--- config.mk ---
export PLATFORM = sky130hd
export DESIGN_NAME = neur_out_seq
export DESIGN_NICKNAME = d
export VERILOG_FILES = /design/src/rtl/neur_pkg.sv /design/src/rtl/neur_out_fmt.sv /design/src/rtl/neur_out_seq.sv
export SDC_FILE = /design/constraint.sdc
export NUM_CORES = 1
export LEC_CHECK = 0
export ABC_AREA = 1
export BUFFER_PORTS_ARGS = -buffer_cell sky130_fd_sc_hd__buf_4
export CAP_MARGIN = 5
export CORE_UTILIZATION = 60
export DETAILED_ROUTE_END_ITERATION = 6
export PLACE_DENSITY = 0.84
export SKIP_LAST_GASP = 1
export SLEW_MARGIN = 40
export SYNTH_ARGS = -nofsm -noshare
export SYNTH_HDL_FRONTEND = slang
export SYNTH_SLANG_ARGS = --single-unit
--- constraint.sdc ---
create_clock -name clk_i -period 8.4 [get_ports clk_i]
set_input_delay 1.26 -clock clk_i [delete_from_list [all_inputs] [get_ports clk_i]]
set_output_delay 1.26 -clock clk_i [all_outputs]
set_load 0.01 [all_outputs]
--- src/rtl/neur_pkg.sv ---
// Shared types and constants for the neuron result drain sequencer.
package neur_pkg;

   localparam int LANES = 4;
   localparam int WIDTH = 32;

   // Lane 0 occupies the most significant word of the bank.
   localparam int LANE_TOP = LANES - 1;

   typedef enum logic [1:0] {
      S_IDLE  = 2'd0,
      S_DRAIN = 2'd1,
      S_DONE  = 2'd2
   } state_e;

   // Extract lane k from a top-first bank; indices past the bank read as zero.
   function automatic logic [WIDTH-1:0] lane_word(input logic [LANES*WIDTH-1:0] bank,
                                                  input logic [2:0]             k);
      logic [WIDTH-1:0] w;
      w = '0;
      for (int i = 0; i < LANES; i++) begin
         if (k == 3'(i)) w = bank[(LANE_TOP - i)*WIDTH +: WIDTH];
      end
      return w;
   endfunction

endpackage

--- src/rtl/neur_out_fmt.sv ---
// Combinational formatter: builds one writeback word from the bank at a lane position.
module neur_out_fmt
   import neur_pkg::*;
(
   input  logic [LANES*WIDTH-1:0] bank_i,
   input  logic [2:0]             pos_i,
   input  logic                   relu_i,
   input  logic                   compress_i,
   input  logic [2:0]             n_i,
   output logic [WIDTH-1:0]       word_o
);

   logic [2:0]       lo_pos;
   logic [WIDTH-1:0] hi_lane;
   logic [WIDTH-1:0] lo_lane;

   // Select and rectify the lane at pos and its neighbour; pack when compressing.
   always_comb begin
      lo_pos  = pos_i + 3'd1;
      hi_lane = lane_word(bank_i, pos_i);
      lo_lane = lane_word(bank_i, lo_pos);
      if (relu_i && hi_lane[WIDTH-1]) hi_lane = '0;
      if (relu_i && lo_lane[WIDTH-1]) lo_lane = '0;
      if (lo_pos >= n_i)              lo_lane = '0;
      if (compress_i) word_o = {hi_lane[15:0], lo_lane[15:0]};
      else            word_o = hi_lane;
   end

endmodule

--- src/rtl/neur_out_seq.sv ---
// Drain sequencer: streams a latched four-lane result bank out as formatted words.
//
//   state   | meaning
//   --------+-------------------------------------------------------------
//   S_IDLE  | waiting for start_i; outputs quiet
//   S_DRAIN | presenting words on the valid/ready stream
//   S_DONE  | one-cycle done_o pulse after the final transfer
module neur_out_seq
   import neur_pkg::*;
#(
   parameter int LANES = 4,
   parameter int WIDTH = 32
)(
   input  logic                   clk_i,
   input  logic                   rst_ni,
   input  logic                   start_i,
   input  logic [LANES*WIDTH-1:0] results_i,
   input  logic [1:0]             n_lanes_i,
   input  logic                   relu_i,
   input  logic                   compress_i,
   input  logic                   flush_i,
   output logic                   out_valid_o,
   output logic [WIDTH-1:0]       out_data_o,
   input  logic                   out_ready_i,
   output logic                   busy_o,
   output logic                   done_o
);

   state_e                 state_q, state_d;
   logic [2:0]             pos_q, pos_d;
   logic                   valid_q, valid_d;
   logic [WIDTH-1:0]       data_q, data_d;
   logic [LANES*WIDTH-1:0] bank_q;
   logic [1:0]             nraw_q;
   logic                   relu_q, comp_q;
   logic                   latch_en;

   logic [2:0]             n_dec;
   logic [2:0]             pos_nxt;
   logic                   xfer, last;
   logic [LANES*WIDTH-1:0] fmt_bank;
   logic [2:0]             fmt_pos, fmt_n;
   logic                   fmt_relu, fmt_comp;
   logic [WIDTH-1:0]       fmt_word;

   // The formatter always looks one word ahead: from IDLE it sees the incoming
   // bank at lane 0, so word 0 can be registered on the same edge that accepts start.
   always_comb begin
      n_dec   = (nraw_q == 2'd0) ? 3'd4 : {1'b0, nraw_q};
      pos_nxt = pos_q + (comp_q ? 3'd2 : 3'd1);
      xfer    = valid_q && out_ready_i;
      last    = (pos_nxt >= n_dec);
      if (state_q == S_IDLE) begin
         fmt_bank = results_i;
         fmt_pos  = 3'd0;
         fmt_n    = (n_lanes_i == 2'd0) ? 3'd4 : {1'b0, n_lanes_i};
         fmt_relu = relu_i;
         fmt_comp = compress_i;
      end else begin
         fmt_bank = bank_q;
         fmt_pos  = pos_nxt;
         fmt_n    = n_dec;
         fmt_relu = relu_q;
         fmt_comp = comp_q;
      end
   end

   neur_out_fmt u_fmt (
      .bank_i     (fmt_bank),
      .pos_i      (fmt_pos),
      .relu_i     (fmt_relu),
      .compress_i (fmt_comp),
      .n_i        (fmt_n),
      .word_o     (fmt_word)
   );

   // Next-state logic; flush overrides any transfer, and a coinciding word still counts as taken.
   always_comb begin
      state_d  = state_q;
      pos_d    = pos_q;
      valid_d  = valid_q;
      data_d   = data_q;
      latch_en = 1'b0;
      case (state_q)
         S_IDLE: begin
            if (start_i && !flush_i) begin
               state_d  = S_DRAIN;
               pos_d    = 3'd0;
               valid_d  = 1'b1;
               data_d   = fmt_word;
               latch_en = 1'b1;
            end
         end
         S_DRAIN: begin
            if (flush_i) begin
               state_d = S_IDLE;
               valid_d = 1'b0;
               data_d  = '0;
            end else if (xfer) begin
               pos_d = pos_nxt;
               if (last) begin
                  state_d = S_DONE;
                  valid_d = 1'b0;
                  data_d  = '0;
               end else begin
                  data_d = fmt_word;
               end
            end
         end
         S_DONE: begin
            state_d = S_IDLE;
         end
         default: begin
            state_d = S_IDLE;
            valid_d = 1'b0;
            data_d  = '0;
         end
      endcase
   end

   // State, stream register and drain configuration latches.
   always_ff @(posedge clk_i or negedge rst_ni) begin
      if (!rst_ni) begin
         state_q <= S_IDLE;
         pos_q   <= '0;
         valid_q <= 1'b0;
         data_q  <= '0;
         bank_q  <= '0;
         nraw_q  <= '0;
         relu_q  <= 1'b0;
         comp_q  <= 1'b0;
      end else begin
         state_q <= state_d;
         pos_q   <= pos_d;
         valid_q <= valid_d;
         data_q  <= data_d;
         if (latch_en) begin
            bank_q <= results_i;
            nraw_q <= n_lanes_i;
            relu_q <= relu_i;
            comp_q <= compress_i;
         end
      end
   end

   assign out_valid_o = valid_q;
   assign out_data_o  = data_q;
   assign busy_o      = (state_q != S_IDLE);
   assign done_o      = (state_q == S_DONE);

endmodule

==> metrics.md <==
| Metric | Value |
|---|---|
| Largest net degree at the start of global routing | 117 |
| Clk Latency, worst-skew pair | 0.45 ns |
| Flip-flop and latch area | between 4000 and 5000 um^2 |
| RePlAce Congestion | 0.928 |
| Fin. max-slew vios | 0 |
| Total clock sinks | 170 |
| Post-layout min period | 4.06 ns |
| Final nets | 1,852 |
| Max stage delay on crit path | 0.53 ns |
| Filler Cells Inserted | 1,475 |
| Worst EP required | about 8.8 ns |
| Worst slew pin tran | 0.811 ns |
| Drt total wl | around 32 mm |
| Routed vias/inst | 5.65 |
| Core Box Area | between 15,000 and 20,000 um^2 |
| Postcts setup bufs | 0 |
| Fin crit share | between 40% and 50% |
| # rows | 48 |
| Total Routing Usage GR | 36.2% |
| Cts bufs inserted | 17 |
| Relative slew margins | 45.9% |
| RSZ-0062 raised after global routing | false |
| Global-route wire length before repair | between 50 and 60 mm |
| Post-cts sizing count | 0 |
| Pre-antenna DRT Iters | 6 |
| Post-synthesis cell count | approximately 1,600 |
| I/O pin cnt | approximately 170 |
| Slowest CP cell | fa_1 |
| Synth unique cells | 38 |
| Total grt overflow | 0 |
| Vias in the first global route | 10,000 |
| Total power | 5.64 mW |
| Syn Nets | 1,762 |
| Cell area after synthesis | ~11,000 um^2 |
| Die X | 137 um |
| FF+latch count, synth | 170 |
| DP Cell Count | 1,908 |
| Area of the multi-input gates | 5500 um^2 |
| CTS root buf | clkbuf_16 |
| VDD IR max | between 200 and 300 uV |
| Worst Path Max Fanout | 33 |
| Worst-path cell chain | inv_1 -> ha_1 -> fa_1 -> nand2_1 -> inv_1 -> ha_1 -> ha_1 -> buf_4 -> inv_2 -> nand2_1 -> inv_1 -> nand2_1 -> nand2_1 -> nand2_2 -> nand2_1 -> nand2_1 -> nand2_1 -> o21ai_1 |
| CP Capture Type | flip-flop |
| HP Class | reg2reg |
| Die Height | 137 um |
| Initial Utilization | 62.2% |
| Initial antenna violation count | 0 |
| Dpl hpwl | 22.5 mm |
| Status | completed |
| Clock buffer depth | 2 |
| Full die area | 18,700 um^2 |
| DRT iter0 DRCs | 1,088 |
| Layout cells sized above 1 | ~14% |
| # diodes | 0 |
| Post-CTS Hold Buffers | 0 |
| P per Cell Area | 450 nW/um^2 |
| Max Fclk | 0.246 GHz |
| Average size of a mapped cell | approximately 6.8 um^2 |
| Critical Path AT | 4.44 ns |
| Fin Hold WS | 0.476 ns |
| Ys Warns | 0 |
| Clk_skew | ~0.014 ns |
| Final core area utilization | 71.5% |
| Sequential share of the synthesized area | between 30% and 40% |
| Setup TNS | 0 ns |
| Setup violations, final | 0 |
| Lkg Pwr | 6.73 nW |
| CTS tree | built |
| Kind of critical path | reg2reg |
| CTS H-tree lvls | 4 |
| Final Hold Vio Count | 0 |
| Avg WL per Cell | 16.7 um |
| IO buf count | roughly 170 |
| Area Overhead vs Synth | 14.9% |
| CP Launch Type | flip-flop |
| Fin cells | 1,940 |
| DRC | 0 |
| CP dominant cell by count | nand2_1 |
| Max-cap violation count | 0 |
| DRT antenna net count | 0 |
| Clock transition at the registers of the reported paths | 0.07 ns |
| Vias | 11,000 |
==> stage by stage <==
stage	instance area (um^2)	setup WS [ns]
2_1_floorplan	10900	5.43
3_3_place_gp	11900	3.99
3_5_place_dp	12000	4.42
4_1_cts	12500	4.42
5_1_grt	12500	3.94
6_report	12500	4.34
==> synthesized netlist by cell type (all sizes together) <==
cell,count,share of area (%)
a21oi,61,2.8
a31oi,1,0.057
buf,76,4.5
clkbuf,31,1.1
clkinv,1,0.080
dfrtp,170,39
fa,1,0.18
ha,12,1.4
inv,149,5.1
nand2,666,24
nand3,62,3.5
nand3b,1,0.069
nand4,17,0.97
nor2,65,2.3
nor3,1,0.046
o211ai,23,1.6
o21ai,218,10
o21bai,24,1.7
o22ai,14,0.80
or2,19,1.1
==> cell usage in the layout, fill, tap and decap left out, types with 7 or more instances in the layout <==
cell type,n
or2_0,9
a21oi_1,61
o21ai_1,57
o22ai_1,14
nand4_1,17
nor2_1,63
buf_4,175
inv_2,7
dfrtp_1,170
nand2_1,655
o211ai_1,22
inv_1,141
nand3_1,56
ha_1,12
o21bai_1,24
or2_1,8
clkbuf_16,17
o21ai_0,160
==> cell type report <==
cell class                 count  area share, %
tap                          225           2.25
inverter                     150           4.54
multi-input combinational   1185           43.8
timing repair buffer         178           10.8
clock buffer                  18           3.42
sequential                   170           33.9
clock inverter                14           1.23
==> cells by family after synthesis <==
group           after synthesis  share of synthesized area [%]
compound gates              341                           17.0
fa+ha+maj                    13                           1.56
simple gates                831                           31.6
buf+inv                     257                           10.8
flops                       170                           39.0
==> worst max-delay path, delay by kind of cell, from the launching register on <==
kind                     cells  cell delay, ns
adder cells (fa/ha/maj)      4            1.23
AO/OA/AOI/OAI                1            0.12
buffers and inverters        5            1.00
flip-flops                   1            0.43
AND/OR/NAND/NOR              8            1.18
==> power breakdown <==
part,leakage [nW],switching (mW),internal [mW]
clock,0.278,0.382,0.422
combinational,4.32,2.39,1.07
sequential,2.13,0.197,1.19
total,6.73,2.96,2.68
==> metal layers <==
layer	routed length (um)	share of wire, %	GRT usage (%)	vias up
li1	-	-	-	5295
met1	13300	41	47.5	5019
met2	14900	46	57.3	547
met3	2530	7.8	6.26	93
met4	1540	4.8	18.7	0
met5	0	0	0	-
==> flip-flops by register name, summed over array words and instances (netlist names) <==
| name | flops |
|---|---|
| relu_q | 1 |
| pos_q | 3 |
| nraw_q | 2 |
| out_data_o | 32 |
| out_valid_o | 1 |
| state_q | 2 |
| comp_q | 1 |
| bank_q | 128 |
==> path summary, 6_finish.rpt <==
path	to	from	slack, ns	cells after the start
hold reg to reg	bank_q[74]$_DFFE_PN0P_	bank_q[74]$_DFFE_PN0P_	0.48	2
setup reg to reg	out_data_o[21]$_DFFE_PN0P_	comp_q$_DFFE_PN0P_	4.34	18
min in group asynchronous	bank_q[34]$_DFFE_PN0P_	rst_ni	0.84	1
max in group asynchronous	bank_q[49]$_DFFE_PN0P_	rst_ni	6.37	2
setup / recovery	out_data_o[21]$_DFFE_PN0P_	comp_q$_DFFE_PN0P_	4.34	18
hold / removal	bank_q[74]$_DFFE_PN0P_	bank_q[74]$_DFFE_PN0P_	0.48	2
Power figures use the tool's default switching activity.
